`src/rtl/vga_timing.sv`:
```
// VGA raster timing generator: pixel/line counters, delay-matched sync/DE and registered RGB.
// Optional colour-bar generator is compiled in with `define VGA_TIMING_TEST_PATTERN_EN.
module vga_timing #(
    parameter int H_ACTIVE   = 800,
    parameter int H_FP       = 40,
    parameter int H_SYNC     = 48,
    parameter int H_BP       = 40,
    parameter int V_ACTIVE   = 480,
    parameter int V_FP       = 13,
    parameter int V_SYNC     = 3,
    parameter int V_BP       = 29,
    parameter int SYNC_POL   = 0,
    parameter int PIPE_DELAY = 1
) (
    input  logic        clk,
    input  logic        reset,
    input  logic        test_mode,
    input  logic [23:0] pixel_in,
    output logic [10:0] vga_h,
    output logic [10:0] vga_v,
    output logic        hsync,
    output logic        vsync,
    output logic        de,
    output logic [23:0] rgb_out,
    output logic        frame_start
);

    localparam logic [10:0] H_TOTAL  = 11'(H_ACTIVE + H_FP + H_SYNC + H_BP);
    localparam logic [10:0] V_TOTAL  = 11'(V_ACTIVE + V_FP + V_SYNC + V_BP);
    localparam logic [10:0] H_ACT    = 11'(H_ACTIVE);
    localparam logic [10:0] V_ACT    = 11'(V_ACTIVE);
    localparam logic [10:0] HS_START = 11'(H_ACTIVE + H_FP);
    localparam logic [10:0] HS_END   = 11'(H_ACTIVE + H_FP + H_SYNC);
    localparam logic [10:0] VS_START = 11'(V_ACTIVE + V_FP);
    localparam logic [10:0] VS_END   = 11'(V_ACTIVE + V_FP + V_SYNC);
    localparam logic        POL      = (SYNC_POL != 0) ? 1'b1 : 1'b0;
    localparam int          DEPTH    = PIPE_DELAY + 1;

    logic [10:0] r_h, r_v;
    logic [10:0] w_h_nxt, w_v_nxt;
    logic        r_run, r_fs;
    logic        w_act, w_hs, w_vs;
    logic [DEPTH-1:0] r_act_p, r_hs_p, r_vs_p;
    logic [23:0] w_pix, w_rgb_nxt, r_rgb;

    // r_run holds the counters at 0/0 for the first cycle after reset so that
    // cycle is the frame-start cycle the panel sees.
    always_comb begin
        w_h_nxt = r_h;
        w_v_nxt = r_v;
        if (r_run) begin
            if (r_h == H_TOTAL - 11'd1) begin
                w_h_nxt = 11'd0;
                w_v_nxt = (r_v == V_TOTAL - 11'd1) ? 11'd0 : r_v + 11'd1;
            end else begin
                w_h_nxt = r_h + 11'd1;
            end
        end
    end

    always_ff @(posedge clk) begin
        if (reset) begin
            r_h   <= 11'd0;
            r_v   <= 11'd0;
            r_run <= 1'b0;
            r_fs  <= 1'b0;
        end else begin
            r_h   <= w_h_nxt;
            r_v   <= w_v_nxt;
            r_run <= 1'b1;
            r_fs  <= (w_h_nxt == 11'd0) && (w_v_nxt == 11'd0);
        end
    end

    assign w_act = r_run && (r_h < H_ACT) && (r_v < V_ACT);
    assign w_hs  = r_run && (r_h >= HS_START) && (r_h < HS_END);
    assign w_vs  = r_run && (r_v >= VS_START) && (r_v < VS_END);

    always_ff @(posedge clk) begin
        if (reset) begin
            r_act_p <= '0;
            r_hs_p  <= '0;
            r_vs_p  <= '0;
        end else begin
            r_act_p <= {r_act_p[DEPTH-2:0], w_act};
            r_hs_p  <= {r_hs_p[DEPTH-2:0], w_hs};
            r_vs_p  <= {r_vs_p[DEPTH-2:0], w_vs};
        end
    end

`ifdef VGA_TIMING_TEST_PATTERN_EN
    localparam logic [10:0] BAR_W = 11'(H_ACTIVE / 8);

    logic [10:0] r_hd_p [PIPE_DELAY];

    // Bar index bits map directly to channel enables: white..black ordering.
    function automatic logic [23:0] bar_color(input logic [10:0] x);
        logic [2:0] idx;
        idx = 3'(x / BAR_W);
        return {{8{~idx[1]}}, {8{~idx[2]}}, {8{~idx[0]}}};
    endfunction

    always_ff @(posedge clk) begin
        r_hd_p[0] <= r_h;
        for (int i = 1; i < PIPE_DELAY; i++) begin
            r_hd_p[i] <= r_hd_p[i-1];
        end
    end

    assign w_pix = test_mode ? bar_color(r_hd_p[PIPE_DELAY-1]) : pixel_in;
`else
    logic w_unused_test_mode;
    assign w_unused_test_mode = test_mode;
    assign w_pix = pixel_in;
`endif

    // Stage PIPE_DELAY-1 marks the coordinate whose pixel is on pixel_in now.
    assign w_rgb_nxt = r_act_p[DEPTH-2] ? w_pix : 24'h000000;

    always_ff @(posedge clk) begin
        if (reset) begin
            r_rgb <= 24'h000000;
        end else begin
            r_rgb <= w_rgb_nxt;
        end
    end

    assign vga_h       = r_h;
    assign vga_v       = r_v;
    assign frame_start = r_fs;
    assign de          = r_act_p[DEPTH-1];
    assign hsync       = r_hs_p[DEPTH-1] ? POL : ~POL;
    assign vsync       = r_vs_p[DEPTH-1] ? POL : ~POL;
    assign rgb_out     = r_rgb;

endmodule

```
`config.mk`:
```
export PLATFORM = sky130hd
export DESIGN_NAME = vga_timing
export DESIGN_NICKNAME = d
export VERILOG_FILES = /design/src/rtl/vga_timing.sv
export SDC_FILE = /design/constraint.sdc
export NUM_CORES = 1
export LEC_CHECK = 0
export CAP_MARGIN = 20
export CORE_MARGIN = 5
export CORE_UTILIZATION = 30
export CTS_BUF_LIST = sky130_fd_sc_hd__clkbuf_2 sky130_fd_sc_hd__clkbuf_4 sky130_fd_sc_hd__clkbuf_8
export CTS_CLUSTER_DIAMETER = 40
export DETAILED_ROUTE_END_ITERATION = 10
export PLACE_DENSITY = 0.68
export SYNTH_ARGS = -nofsm -noshare
export SYNTH_HDL_FRONTEND = slang
export SYNTH_SLANG_ARGS = --single-unit
```
`constraint.sdc`:
```
create_clock -name clk -period 2.3 [get_ports clk]
set_input_delay 0.575 -clock clk [delete_from_list [all_inputs] [get_ports clk]]
set_output_delay 0.575 -clock clk [all_outputs]
set_load 0.005 [all_outputs]
```
# After elaboration in Yosys (flattened, before gate mapping)
# Cells that the tools add are included.
[totals]
mem_count = 0
latch_bits = 0
ff_bits = 54
romBits = 0
mem_bits_rw = 0
elab_cells = 37
[op_classes]
magnitude_cmp = 6
shift = 0
n_reduce_logical = 10
n_eq_ne = 2
bitwise_logic = 1
add_sub_neg = 2
mul = 0
muxes = 8
n_div = 0
[op_table]
columns = ["operator", "n"]
rows = [
  ["$mux 11", 5],
  ["$add 11x1->11 const B", 2],
  ["$eq 11x10->1 const B", 2],
  ["$logic_not 11->1", 2],
  ["$lt 11x10->1 const B", 2],
  ["$lt 11x9->1 const B", 2],
  ["$ge 11x10->1 const B", 1],
  ["$ge 11x9->1 const B", 1],
  ["$logic_and 1x1->1", 7],
  ["$mux 1", 3],
  ["$reduce_or 2->1", 1],
  ["$not 1->1", 1],
]

# Depth between registers and ports, before layout
[depth]
ltp_word = 6
depth_mapped = 8
mapped_depth_nobuf = 8

# Worst setup path before layout
# OpenSTA, ideal clock, no wires.
[synth_path]
path_kind = "reg2reg"
from = "register r_h[5], in the netlist vga_h[5]"
to = "register r_fs, in the netlist frame_start"
required_time_ns = 2.227
setup_slack_ns = 0.040
stages_incl_launch_ff = 8
setup_ns = 0.073
arrival_time_ns = 2.187
synth_period_minus_slack_ns = 2.260
path_cell_list = "dfxtp_1 buf_6 or4b_4 or3_2 or2_2 xor2_1 nand4_1 nor3_2"
[synth_via]
elab_chain_cells = 5
[synth_lines]
columns = ["element", "line_no", "text"]
rows = [
  ["from (decl)", "39", "logic [10:0] r_h, r_v;"],
  ["from (signal assigned)", "68", "r_h <= w_h_nxt;"],
  ["$add 11x1->11 / $eq 11x10->1 (equally long branches)", "56, 52", ""],
  ["$mux 11", "52", "if (r_h == H_TOTAL - 11'd1) begin"],
  ["$mux 11", "51", "if (r_run) begin"],
  ["$logic_not 11->1", "71", "r_fs <= (w_h_nxt == 11'd0) && (w_v_nxt == 11'd0);"],
  ["$logic_and 1x1->1 *", "71", ""],
  ["to (signal assigned)", "71", ""],
  ["to (decl)", "41", "logic r_run, r_fs;"],
]
# Mark *: on every way between the ends. The rest lies on a longest branch, timed or not.
# A chain may end at the register's enable or synchronous reset.

# Worst setup path in the final report
[layout_path]
from = "register r_h[6], in the netlist vga_h[6]"
to = "register r_fs, in the netlist frame_start"
# The elaborated chain is that of the path after synthesis.

==> qor.log <==
qor: sta.min_period 2.204 ns
qor: synthesis.postSynthNetCount 275
qor: sta.timing_worst_slew_pin_value 0.7575 ns
qor: place.dp_cells 424
qor: critical_path.worstSetupStartpointType register
qor: routing.firstDrtPassIters 4
qor: synthesis.ys_types 42
qor: sta.max-slew-margin-rel 48.86%
qor: synthesis.synth_seq_area_share 48.08%
qor: synthesis.ys_warn_count 0
qor: synthesis.most_common_cell_in_the_synthesized_netlist sky130_fd_sc_hd__dfxtp_1
qor: critical_path.worst_ep_arrival_time 2.43 ns
qor: critical_path.rr_worst_depth 6
qor: sta.worst_slack 0.09605 ns
qor: pwr.ir_worst_vdd 0.2882 mV
qor: layout.n_antenna_cell 0
qor: pwr.p_sw 0.3771 mW
qor: worst_hold_path.worst_hold_path_type register to register
qor: synthesis.ys_async_sr_fraction 0%
qor: die.initial_util 30.83%
qor: sta.max_freq 453.7 MHz
qor: critical_path.worstPathRequired 2.53 ns
qor: routing.vias 2003
qor: pwr.total_power 1.778 mW
qor: cts.tritoncts built
qor: die.dieArea 9326 sq um
qor: place.finalWeightedCongestion 0.9492
qor: cts.postCtsHoldBufs 0
qor: sta.share_of_the_clock_period_used_by_the_worst_path_after_layout 95.82%
qor: global_route.global_route_wire_length_before_repair 9321 um
qor: critical_path.slowest_delay 0.55 ns
qor: critical_path.critical_path.n_buffers_inverters 0
qor: routing.final_antenna_net_count 0
qor: synthesis.synth.top_cells.by_count sky130_fd_sc_hd__dfxtp_1, sky130_fd_sc_hd__and2_1, sky130_fd_sc_hd__nor2_1, sky130_fd_sc_hd__nor3_1, sky130_fd_sc_hd__nand2_1
qor: critical_path.timing.rr.end frame_start$_SDFF_PP0_
qor: cts.clock_latency_of_the_later_clocked_register_in_the_worst_skew_pair 0.31 ns
qor: worst_hold_path.depth_of_the_worst_hold_timing_path 1
qor: layout.drive_gt1_share 12.61%
qor: routing.drt-wirelength-per-cell 13.41 um
qor: status.run_status complete, no violations
qor: place.dp_hpwl 4448 um
qor: routing.drc 0
qor: pwr.power.switching_fraction 21.21%
qor: cts.htree_levels 2
qor: critical_path.crit_family simple AND/OR/NAND/NOR gates
qor: place.port_buffers 75
qor: die.core 7292 sq um
qor: global_route.grt_usage 12.70%
qor: die.die_h 96.57 um
qor: sta.final.setup.tns 0 ns
qor: global_route.first_global_vias 1942
qor: die.num_io_pins 77
qor: pwr.leakagePower 1.242 nW
qor: critical_path.worstSetupEndpointType register
qor: die.fp.dieW 96.57 um
qor: synthesis.syn_area_per_cell 9.253 sq um
qor: cts.tritoncts_num_sinks 54
qor: critical_path.critPathKind register to register
qor: critical_path.setup.reg_to_reg.worst_slack 0.1 ns
qor: synthesis.ys_ff_latch 54
qor: pwr.cell_internal_pwr 1.400 mW
qor: sta.final_hold_viol_count 0
qor: synthesis.post_synth_instance_area 2248 sq um
qor: synthesis.synth_area_leaders sky130_fd_sc_hd__dfxtp_1, sky130_fd_sc_hd__and2_1, sky130_fd_sc_hd__nor3_1, sky130_fd_sc_hd__nand4_1, sky130_fd_sc_hd__xor2_1
qor: routing.drt_wl_total 5791 um
qor: critical_path.critical-path-slowest-cell sky130_fd_sc_hd__or4b_4
qor: place.dpl_worst_slack 0.02831 ns
qor: sta.timing.clock.skew 0.01106 ns
qor: worst_hold_path.min_to r_vs_p[1]$_SDFF_PP0_
qor: critical_path.critical_path.startpoint vga_h[6]$_SDFF_PP0_
qor: synthesis.syn-instance-count 243
qor: worst_hold_path.hold_path.startpoint r_vs_p[0]$_SDFF_PP0_
qor: critical_path.path_max_fanout 4
qor: pwr.clock_network_fraction_of_total_power 38.5%
qor: pwr.p_per_area 529.3 nW/um^2
qor: global_route.pin_count_of_the_biggest_net_entering_global_routing 26
qor: critical_path.critical_path.reg2reg.startpoint vga_h[6]$_SDFF_PP0_
qor: critical_path.timing.critical_path.depth 6
qor: place.postPlaceCellArea 3199 sq um
qor: synthesis.dominantRegCellSynth sky130_fd_sc_hd__dfxtp_1
qor: layout.area_growth_syn_to_layout 49.36%
qor: job.timing.max_cap.violations 0
qor: layout.fin_nets 364
qor: cts.max-clock-path-buffers 2
qor: layout.post-route-cell-area 3358 sq um
qor: global_route.overflow 0
qor: critical_path.series_of_cell_instances_along_the_critical_path or4b_4 -> or3_4 -> o21a_1 -> a2111oi_4 -> nand4_1 -> nor3_2
qor: global_route.grt_antenna_before_repair 0
qor: routing.detail_route.vias_per_cell 4.637
qor: synthesis.netlist.area_leader.share 48.08%
qor: layout.fill_cells 724
qor: sta.setup_viol_count_final 0
qor: pwr.power_frac_seq 54.0%
qor: layout.post_layout_nonfiller_instances 432
qor: die.cell_rows 31
qor: cts.cts_buf_count 5
qor: synthesis.synth_edf_count 0
qor: pwr.power.combinational.fraction 7.6%
qor: cts.root_buffer sky130_fd_sc_hd__clkbuf_8
qor: routing.initial_drc_count 60
qor: synthesis.synth.largest_area_cell sky130_fd_sc_hd__dfxtp_1
qor: sta.finalMaxSlewViolations 0
qor: cts.clk_transition_reported_paths 0.11 ns
==> kinds of logic after synthesis <==
| logic type | count (synthesis) | synth area share, % |
|---|---|---|
| multiplexers | 2 | 0.9460 |
| AO/OA/AOI/OAI | 24 | 7.012 |
| AND/OR/NAND/NOR | 121 | 30.77 |
| buffers and inverters | 23 | 4.952 |
| XOR/XNOR | 14 | 5.454 |
| adder cells (fa/ha/maj) | 5 | 2.782 |
| flip-flops | 54 | 48.08 |
==> power by group through the flow <==
stage / Clock [mW] / Sequential [mW] / Combinational [mW]
2_1_floorplan: 0 / 0.984 / 0.0393
3_3_place_gp: 0 / 0.981 / 0.132
3_5_place_dp: 0 / 0.981 / 0.134
4_1_cts: 0.699 / 0.960 / 0.134
5_1_grt: 0.741 / 0.962 / 0.148
6_report: 0.684 / 0.959 / 0.134
==> what timing repair did <==
item,4_1_cts,5_1_grt
pin swaps,0,1
setup endpoints to repair,1,1
gates resized for setup,1,5
buffers inserted,0,0
gates cloned,0,0
==> metrics by stage <==
stage	utilization, %	hold slack [ns]
2_1_floorplan	-	0.4138
3_3_place_gp	43.87	0.4225
3_5_place_dp	43.87	0.4218
4_1_cts	45.64	0.4425
5_1_grt	46.05	0.4749
6_report	46.05	0.4456
==> layout by cell type (no fill, tap or decap), types with 7 or more instances in the layout <==
master	n
sky130_fd_sc_hd__xor2_1	7
sky130_fd_sc_hd__and2_1	24
sky130_fd_sc_hd__clkdlybuf4s50_1	75
sky130_fd_sc_hd__nand4_1	12
sky130_fd_sc_hd__nor2_1	16
sky130_fd_sc_hd__a21oi_1	7
sky130_fd_sc_hd__nor3_1	16
sky130_fd_sc_hd__dfxtp_1	54
sky130_fd_sc_hd__buf_4	20
sky130_fd_sc_hd__nand2_1	13
sky130_fd_sc_hd__inv_1	10
==> per-layer routing <==
metal | vias to the layer above | share of wire, % | track usage (%)
li1 | 1016 | - | -
met3 | 2 | 9.2 | 3.950
met2 | 78 | 45 | 21.38
met5 | - | 0 | 0
met1 | 907 | 45 | 16.35
met4 | 0 | 0.26 | 1.752
==> sequential cells by signal, summed over array words and instances (netlist names) <==
register and flops:
rgb_out 24, vga_v 11, r_act_p 2, r_vs_p 2
frame_start 1, r_run 1, r_hs_p 2, vga_h 11
==> layout make-up <==
class | count | area [sq um] | share of cell area, %
multi-input cells | 166 | 1094 | 32.56
well taps | 99 | 123.9 | 3.689
repair buffers | 95 | 900.9 | 26.83
inverters | 10 | 37.54 | 1.118
clock inverters | 2 | 38.79 | 1.155
flip-flops and latches | 54 | 1081 | 32.19
clock buffers | 6 | 82.58 | 2.459
==> how the worst max path moves through the flow <==
stage,to,slack [ns]
global placement,frame_start$_SDFF_PP0_,0.07
CTS,frame_start$_SDFF_PP0_,0.03
detailed placement,frame_start$_SDFF_PP0_,0.03
finish,frame_start$_SDFF_PP0_,0.1
floorplan,frame_start$_SDFF_PP0_,0.04
global route,frame_start$_SDFF_PP0_,-0.02
(Power assumes the default switching activity.)
